==> src/rtl/id_ex_fwd_stage_pkg.sv <==
// Shared definitions for the ID/EX register and EX-stage forwarding unit.
package id_ex_fwd_stage_pkg;

    // Control bundle layout: {RegWrite, MemtoReg, MemRead, MemWrite, ALUOp[1:0], ALUSrc}
    localparam int unsigned CTRL_W        = 7;
    localparam int unsigned CTRL_REGWRITE = 6;
    localparam int unsigned CTRL_MEMTOREG = 5;
    localparam int unsigned CTRL_MEMREAD  = 4;
    localparam int unsigned CTRL_MEMWRITE = 3;
    localparam int unsigned CTRL_ALUOP_HI = 2;
    localparam int unsigned CTRL_ALUOP_LO = 1;
    localparam int unsigned CTRL_ALUSRC   = 0;

    // Operand mux select encoding, shared with the ALU operand muxes.
    // 2'b11 is reserved and never produced.
    typedef enum logic [1:0] {
        FWD_REG = 2'b00,  // registered register-file data
        FWD_WB  = 2'b01,  // MEM/WB write-back data
        FWD_MEM = 2'b10   // EX/MEM ALU result
    } fwd_sel_e;

    // True when a control bundle would change architectural state.
    function automatic logic ctrl_has_effect(input logic [CTRL_W-1:0] ctrl);
        return ctrl[CTRL_REGWRITE] | ctrl[CTRL_MEMREAD] | ctrl[CTRL_MEMWRITE];
    endfunction

endpackage

==> src/rtl/id_ex_fwd_stage_fwd_sel.sv <==
// Combinational forwarding select for one ALU operand.
module fwd_sel
    import id_ex_fwd_stage_pkg::*;
#(
    parameter int unsigned REG_AW = 5
) (
    input  logic              valid,
    input  logic [REG_AW-1:0] rs_addr,
    input  logic              exmem_regwrite,
    input  logic [REG_AW-1:0] exmem_rd,
    input  logic              memwb_regwrite,
    input  logic [REG_AW-1:0] memwb_rd,
    output logic [1:0]        sel
);

    logic exmem_hit;
    logic memwb_hit;

    // Producer match: x0 is never a forwarding source.
    always_comb begin
        exmem_hit = exmem_regwrite && (exmem_rd != '0) && (exmem_rd == rs_addr);
        memwb_hit = memwb_regwrite && (memwb_rd != '0) && (memwb_rd == rs_addr);
    end

    // Youngest producer (EX/MEM) wins; a bubble always reads the register file.
    always_comb begin
        sel = FWD_REG;
        if (valid) begin
            if (exmem_hit) begin
                sel = FWD_MEM;
            end else if (memwb_hit) begin
                sel = FWD_WB;
            end
        end
    end

endmodule

==> src/rtl/id_ex_fwd_stage.sv <==
// ID/EX pipeline register with the EX-stage forwarding select generator.
module id_ex_fwd_stage #(
    parameter int unsigned DATA_W  = 32,
    parameter int unsigned REG_AW  = 5,
    parameter int unsigned CTRL_W  = id_ex_fwd_stage_pkg::CTRL_W,
    parameter int unsigned FUNCT_W = 10
) (
    input  logic               clk_i,
    input  logic               rst_i,
    input  logic               stall_i,
    input  logic               flush_i,
    input  logic [DATA_W-1:0]  rs1_data_i,
    input  logic [DATA_W-1:0]  rs2_data_i,
    input  logic [DATA_W-1:0]  imm_i,
    input  logic [REG_AW-1:0]  rs1_addr_i,
    input  logic [REG_AW-1:0]  rs2_addr_i,
    input  logic [REG_AW-1:0]  rd_addr_i,
    input  logic [CTRL_W-1:0]  ctrl_i,
    input  logic [FUNCT_W-1:0] funct_i,
    input  logic               exmem_regwrite_i,
    input  logic [REG_AW-1:0]  exmem_rd_i,
    input  logic               memwb_regwrite_i,
    input  logic [REG_AW-1:0]  memwb_rd_i,
    output logic               valid_o,
    output logic [DATA_W-1:0]  rs1_data_o,
    output logic [DATA_W-1:0]  rs2_data_o,
    output logic [DATA_W-1:0]  imm_o,
    output logic [REG_AW-1:0]  rs1_addr_o,
    output logic [REG_AW-1:0]  rs2_addr_o,
    output logic [REG_AW-1:0]  rd_addr_o,
    output logic [CTRL_W-1:0]  ctrl_o,
    output logic [FUNCT_W-1:0] funct_o,
    output logic [1:0]         forward_a_o,
    output logic [1:0]         forward_b_o
);

    // Pipeline register: reset > flush (bubble, overrides stall) > stall (hold) > load.
    always_ff @(posedge clk_i) begin
        if (rst_i || flush_i) begin
            valid_o    <= 1'b0;
            rs1_data_o <= '0;
            rs2_data_o <= '0;
            imm_o      <= '0;
            rs1_addr_o <= '0;
            rs2_addr_o <= '0;
            rd_addr_o  <= '0;
            ctrl_o     <= '0;
            funct_o    <= '0;
        end else if (!stall_i) begin
            valid_o    <= 1'b1;
            rs1_data_o <= rs1_data_i;
            rs2_data_o <= rs2_data_i;
            imm_o      <= imm_i;
            rs1_addr_o <= rs1_addr_i;
            rs2_addr_o <= rs2_addr_i;
            rd_addr_o  <= rd_addr_i;
            ctrl_o     <= ctrl_i;
            funct_o    <= funct_i;
        end
    end

    fwd_sel #(
        .REG_AW (REG_AW)
    ) u_fwd_a (
        .valid          (valid_o),
        .rs_addr        (rs1_addr_o),
        .exmem_regwrite (exmem_regwrite_i),
        .exmem_rd       (exmem_rd_i),
        .memwb_regwrite (memwb_regwrite_i),
        .memwb_rd       (memwb_rd_i),
        .sel            (forward_a_o)
    );

    fwd_sel #(
        .REG_AW (REG_AW)
    ) u_fwd_b (
        .valid          (valid_o),
        .rs_addr        (rs2_addr_o),
        .exmem_regwrite (exmem_regwrite_i),
        .exmem_rd       (exmem_rd_i),
        .memwb_regwrite (memwb_regwrite_i),
        .memwb_rd       (memwb_rd_i),
        .sel            (forward_b_o)
    );

endmodule

==> config.mk <==
export PLATFORM = sky130hd
export DESIGN_NAME = id_ex_fwd_stage
export DESIGN_NICKNAME = d
export VERILOG_FILES = /design/src/rtl/id_ex_fwd_stage_pkg.sv /design/src/rtl/id_ex_fwd_stage_fwd_sel.sv /design/src/rtl/id_ex_fwd_stage.sv
export SDC_FILE = /design/constraint.sdc
export NUM_CORES = 1
export LEC_CHECK = 0
export CAP_MARGIN = 15
export CORE_AREA = 2 2 119 144
export CTS_CLUSTER_SIZE = 8
export DETAILED_ROUTE_END_ITERATION = 6
export DIE_AREA = 0 0 121 146
export GPL_TIMING_DRIVEN = 0
export MAX_ROUTING_LAYER = met4
export SLEW_MARGIN = 30
export SYNTH_ARGS = -nofsm -noshare
export SYNTH_HDL_FRONTEND = slang
export SYNTH_SLANG_ARGS = --single-unit
==> constraint.sdc <==
create_clock -name clk_i -period 3.4 [get_ports clk_i]
set_input_delay 0.51 -clock clk_i [delete_from_list [all_inputs] [get_ports clk_i]]
set_output_delay 0.51 -clock clk_i [all_outputs]
set_load 0.01 [all_outputs]
==> results by group <==
Floorplan
  – Initial core utilization: 0.2954
  – Core area: between 15000 and 20000 um^2
  – Die area: about 18000 um^2
  – I/O pin cnt: 277
  – Chip height: 146 um
  – Die Wd: between 100 and 150 um
  – FP Rows: 51

Critical path
  – Worst Setup Start Kind: input pin
  – Critical setup path kind: input pin to output port
  – Most used cell, CP: clkdlybuf4s50_1
  – Reg2reg setup slack: 2.71 ns
  – CP cell instances: clkdlybuf4s50_1, or4_1, nor2_2, nor4_1, nor3_2, clkdlybuf4s50_1
  – Reg2reg start: rs2_addr_o[3]
  – CP Capture Type: output port
  – Req. time, crit path: ~2.9 ns
  – Worst R2R Path Depth: 2
  – Reg-to-Reg End: rs2_addr_o[3]
  – Slowest stage cell, crit path: or4_1
  – Worst EP arrival: 2.53 ns
  – CP Max Fanout: 3
  – Max incr delay on CP: 0.56 ns

Power and ir drop
  – Max VDD drop: 0.0002279 V
  – Static Leak: ~3.4 nW
  – Total power: between 3 and 4 mW
  – PD cells: 446.1 nW/um^2

Clocking
  – Clk Tree Root Cell: clkbuf_16
  – Post-CTS resize count: 0
  – Sink Count: 129
  – # H-tree levels: 4
  – Post-CTS Setup Bufs: 0
  – Cts hold-fix bufs: 0
  – CTS tree: yes
  – Clk buf depth: 2
  – CTS Buf Count: 17
  – Clk slew on worst S/H paths: 0.05 ns
  – Clk_lat worst skew: 0.41 ns

Final layout
  – Synthesis-to-finish area growth: 73.95%
  – # fillers: approximately 1500
  – NumNets Final: 891
  – Design area: 8297 um^2
  – Final core occ: 0.5139
  – Most frequent cells in the layout: clkdlybuf4s50_1, dfxtp_1, mux2i_1, nor2_1, clkbuf_1
  – Most common cell after layout, fill and taps aside: clkdlybuf4s50_1
  – Fin cells: 969
  – Ant diodes: 0
  – Share of cells above drive strength 1: 0.05416

Synthesis
  – #FFs+latches synth: 129
  – Post-synthesis average cell area: ~11 um^2
  – Post-synth cell types: 20
  – Cell Area, Synth: between 4000 and 5000 um^2
  – Synth warnings: 0
  – Mapped Cells: 453
  – Synthesized Nets: 597
  – Sequential element share of the synthesized area: 0.5414

STA
  – Setup Skew: 0 ns
  – Worst-Margin Slew: 0.5862 ns
  – Fin. Hold Viols: 0
  – Setup TNS: 0 ns
  – Relative slew margins: 0.6092
  – Fin crit period: 3.043 ns
  – Fin. max-slew vios: 0
  – Final period util: 0.8951
  – Worst Hold Slack: 0.4871 ns
  – Final setup vio count: 0
  – FMAX: about 330 MHz
  – PnR worst setup slack: 0.3568 ns
  – RSZ-0062 raised after global routing: false

Global routing
  – First-pass GRT wire length: 23050 um
  – Largest net degree at the start of global routing: 17
  – Initial antenna violation count: 0
  – Tot GR Track Use: 0.1737
  – Number of global-route vias before repair: 4456
  – Gr ovfl total: 0

Drt
  – Vias/cell: 4.383
  – Antenna-violating nets left: 0
  – Drt first pass iters: 4
  – Post-DR wirelength/cell: 15.47 um
  – Iteration-0 DRC Markers: 106
  – Drc violations: 0
  – Routed via count: 4247
  – Drt total wl: 14990 um

Place
  – Placed cell areas: just under 8000 um^2
  – Post-Place Setup Slack: 0.3532 ns
  – Inst Count DP: 940
  – Placer Congestion: 0.8812
  – HPWL Detailed: 11700 um
  – I/O Buffers: 275

Hold path
  – Hold depth: 2
  – Hold_sp: imm_o[6]
  – Hold Path Sink: imm_o[6]
  – Min-delay worst type: register to register

Outcome
  – Status: finished clean

Flow run
  – # Max-Cap Violations: 0
-- power breakdown --
part	internal (mW)	switching, mW
Clock	0.984	0.615
Sequential	1.56	0.0304
Combinational	0.317	0.191
-- sequential cells by signal, indices dropped and copies added, names as in the netlist --
| name | cells |
|---|---|
| rd_addr_o | 5 |
| rs1_data_o | 32 |
| imm_o | 32 |
| rs1_addr_o | 5 |
| valid_o | 1 |
| ctrl_o | 7 |
| funct_o | 10 |
| rs2_addr_o | 5 |
| rs2_data_o | 32 |
-- layer usage --
metal  GRT usage  routed length, um
met4     0.06337                243
met1      0.1818               5768
met3     0.05643               1191
met5           -                  0
met2      0.3017               7784
-- critical path, delay by kind of cell --
kind | cells | cell delay [ns]
buf+inv | 2 | 1.04
simple gates | 4 | 0.97
-- how the worst max path moves through the flow --
| stage | from | end | slack, ns | cells past startpoint |
|---|---|---|---|---|
| after floorplan | exmem_rd_i[0] | forward_b_o[0] | 1.44 | 4 |
| after global placement | exmem_rd_i[0] | forward_a_o[0] | 0.35 | 6 |
| after detailed placement | exmem_rd_i[0] | forward_a_o[0] | 0.35 | 6 |
| after CTS | exmem_rd_i[0] | forward_a_o[0] | 0.35 | 6 |
| after global routing | exmem_rd_i[0] | forward_a_o[0] | 0.28 | 6 |
| final | exmem_rd_i[0] | forward_a_o[0] | 0.36 | 6 |
-- final cells by class --
class | instances | area [um^2] | share of cell area
Timing Repair Buffer | 275 | 2753 | 0.3318
Sequential cell | 129 | 2582 | 0.3113
Multi-Input combinational cell | 294 | 2054 | 0.2476
Clock buffer | 22 | 444.2 | 0.05354
Tap cell | 212 | 265.3 | 0.03197
Buffer | 29 | 128.9 | 0.01553
Clock inverter | 7 | 65.06 | 0.007842
Inverter | 1 | 3.754 | 0.0004524
-- cells by family (layout without fill, tap and decap cells) --
logic type,count (synthesis),in the layout,share of synthesized area
flops,129,129,0.5414
simple gates,144,144,0.1228
xor+xnor,20,20,0.03672
compound gates,2,2,0.002623
buf+inv,30,334,0.02781
mux,128,128,0.2686
-- cell usage after synthesis --
| cell type | instances | share of area |
|---|---|---|
| dfxtp_1 | 129 | 0.54 |
| mux2i_1 | 128 | 0.27 |
| nor2_1 | 128 | 0.10 |
| clkbuf_1 | 15 | 0.012 |
| buf_2 | 13 | 0.014 |
| xnor2_1 | 10 | 0.018 |
| xor2_1 | 10 | 0.018 |
| and2_1 | 2 | 0.0026 |
| nand3_1 | 2 | 0.0021 |
| nand4_1 | 2 | 0.0026 |
| nor3_1 | 2 | 0.0021 |
| nor3_2 | 2 | 0.0042 |
| nor4_1 | 2 | 0.0026 |
| or4_1 | 2 | 0.0031 |
| a21oi_1 | 1 | 0.0010 |
| buf_4 | 1 | 0.0016 |
| inv_1 | 1 | 0.00079 |
| nor2_2 | 1 | 0.0013 |
| o211ai_1 | 1 | 0.0016 |
| or2_1 | 1 | 0.0013 |
Note: power is estimated with default switching activity, not from simulation.
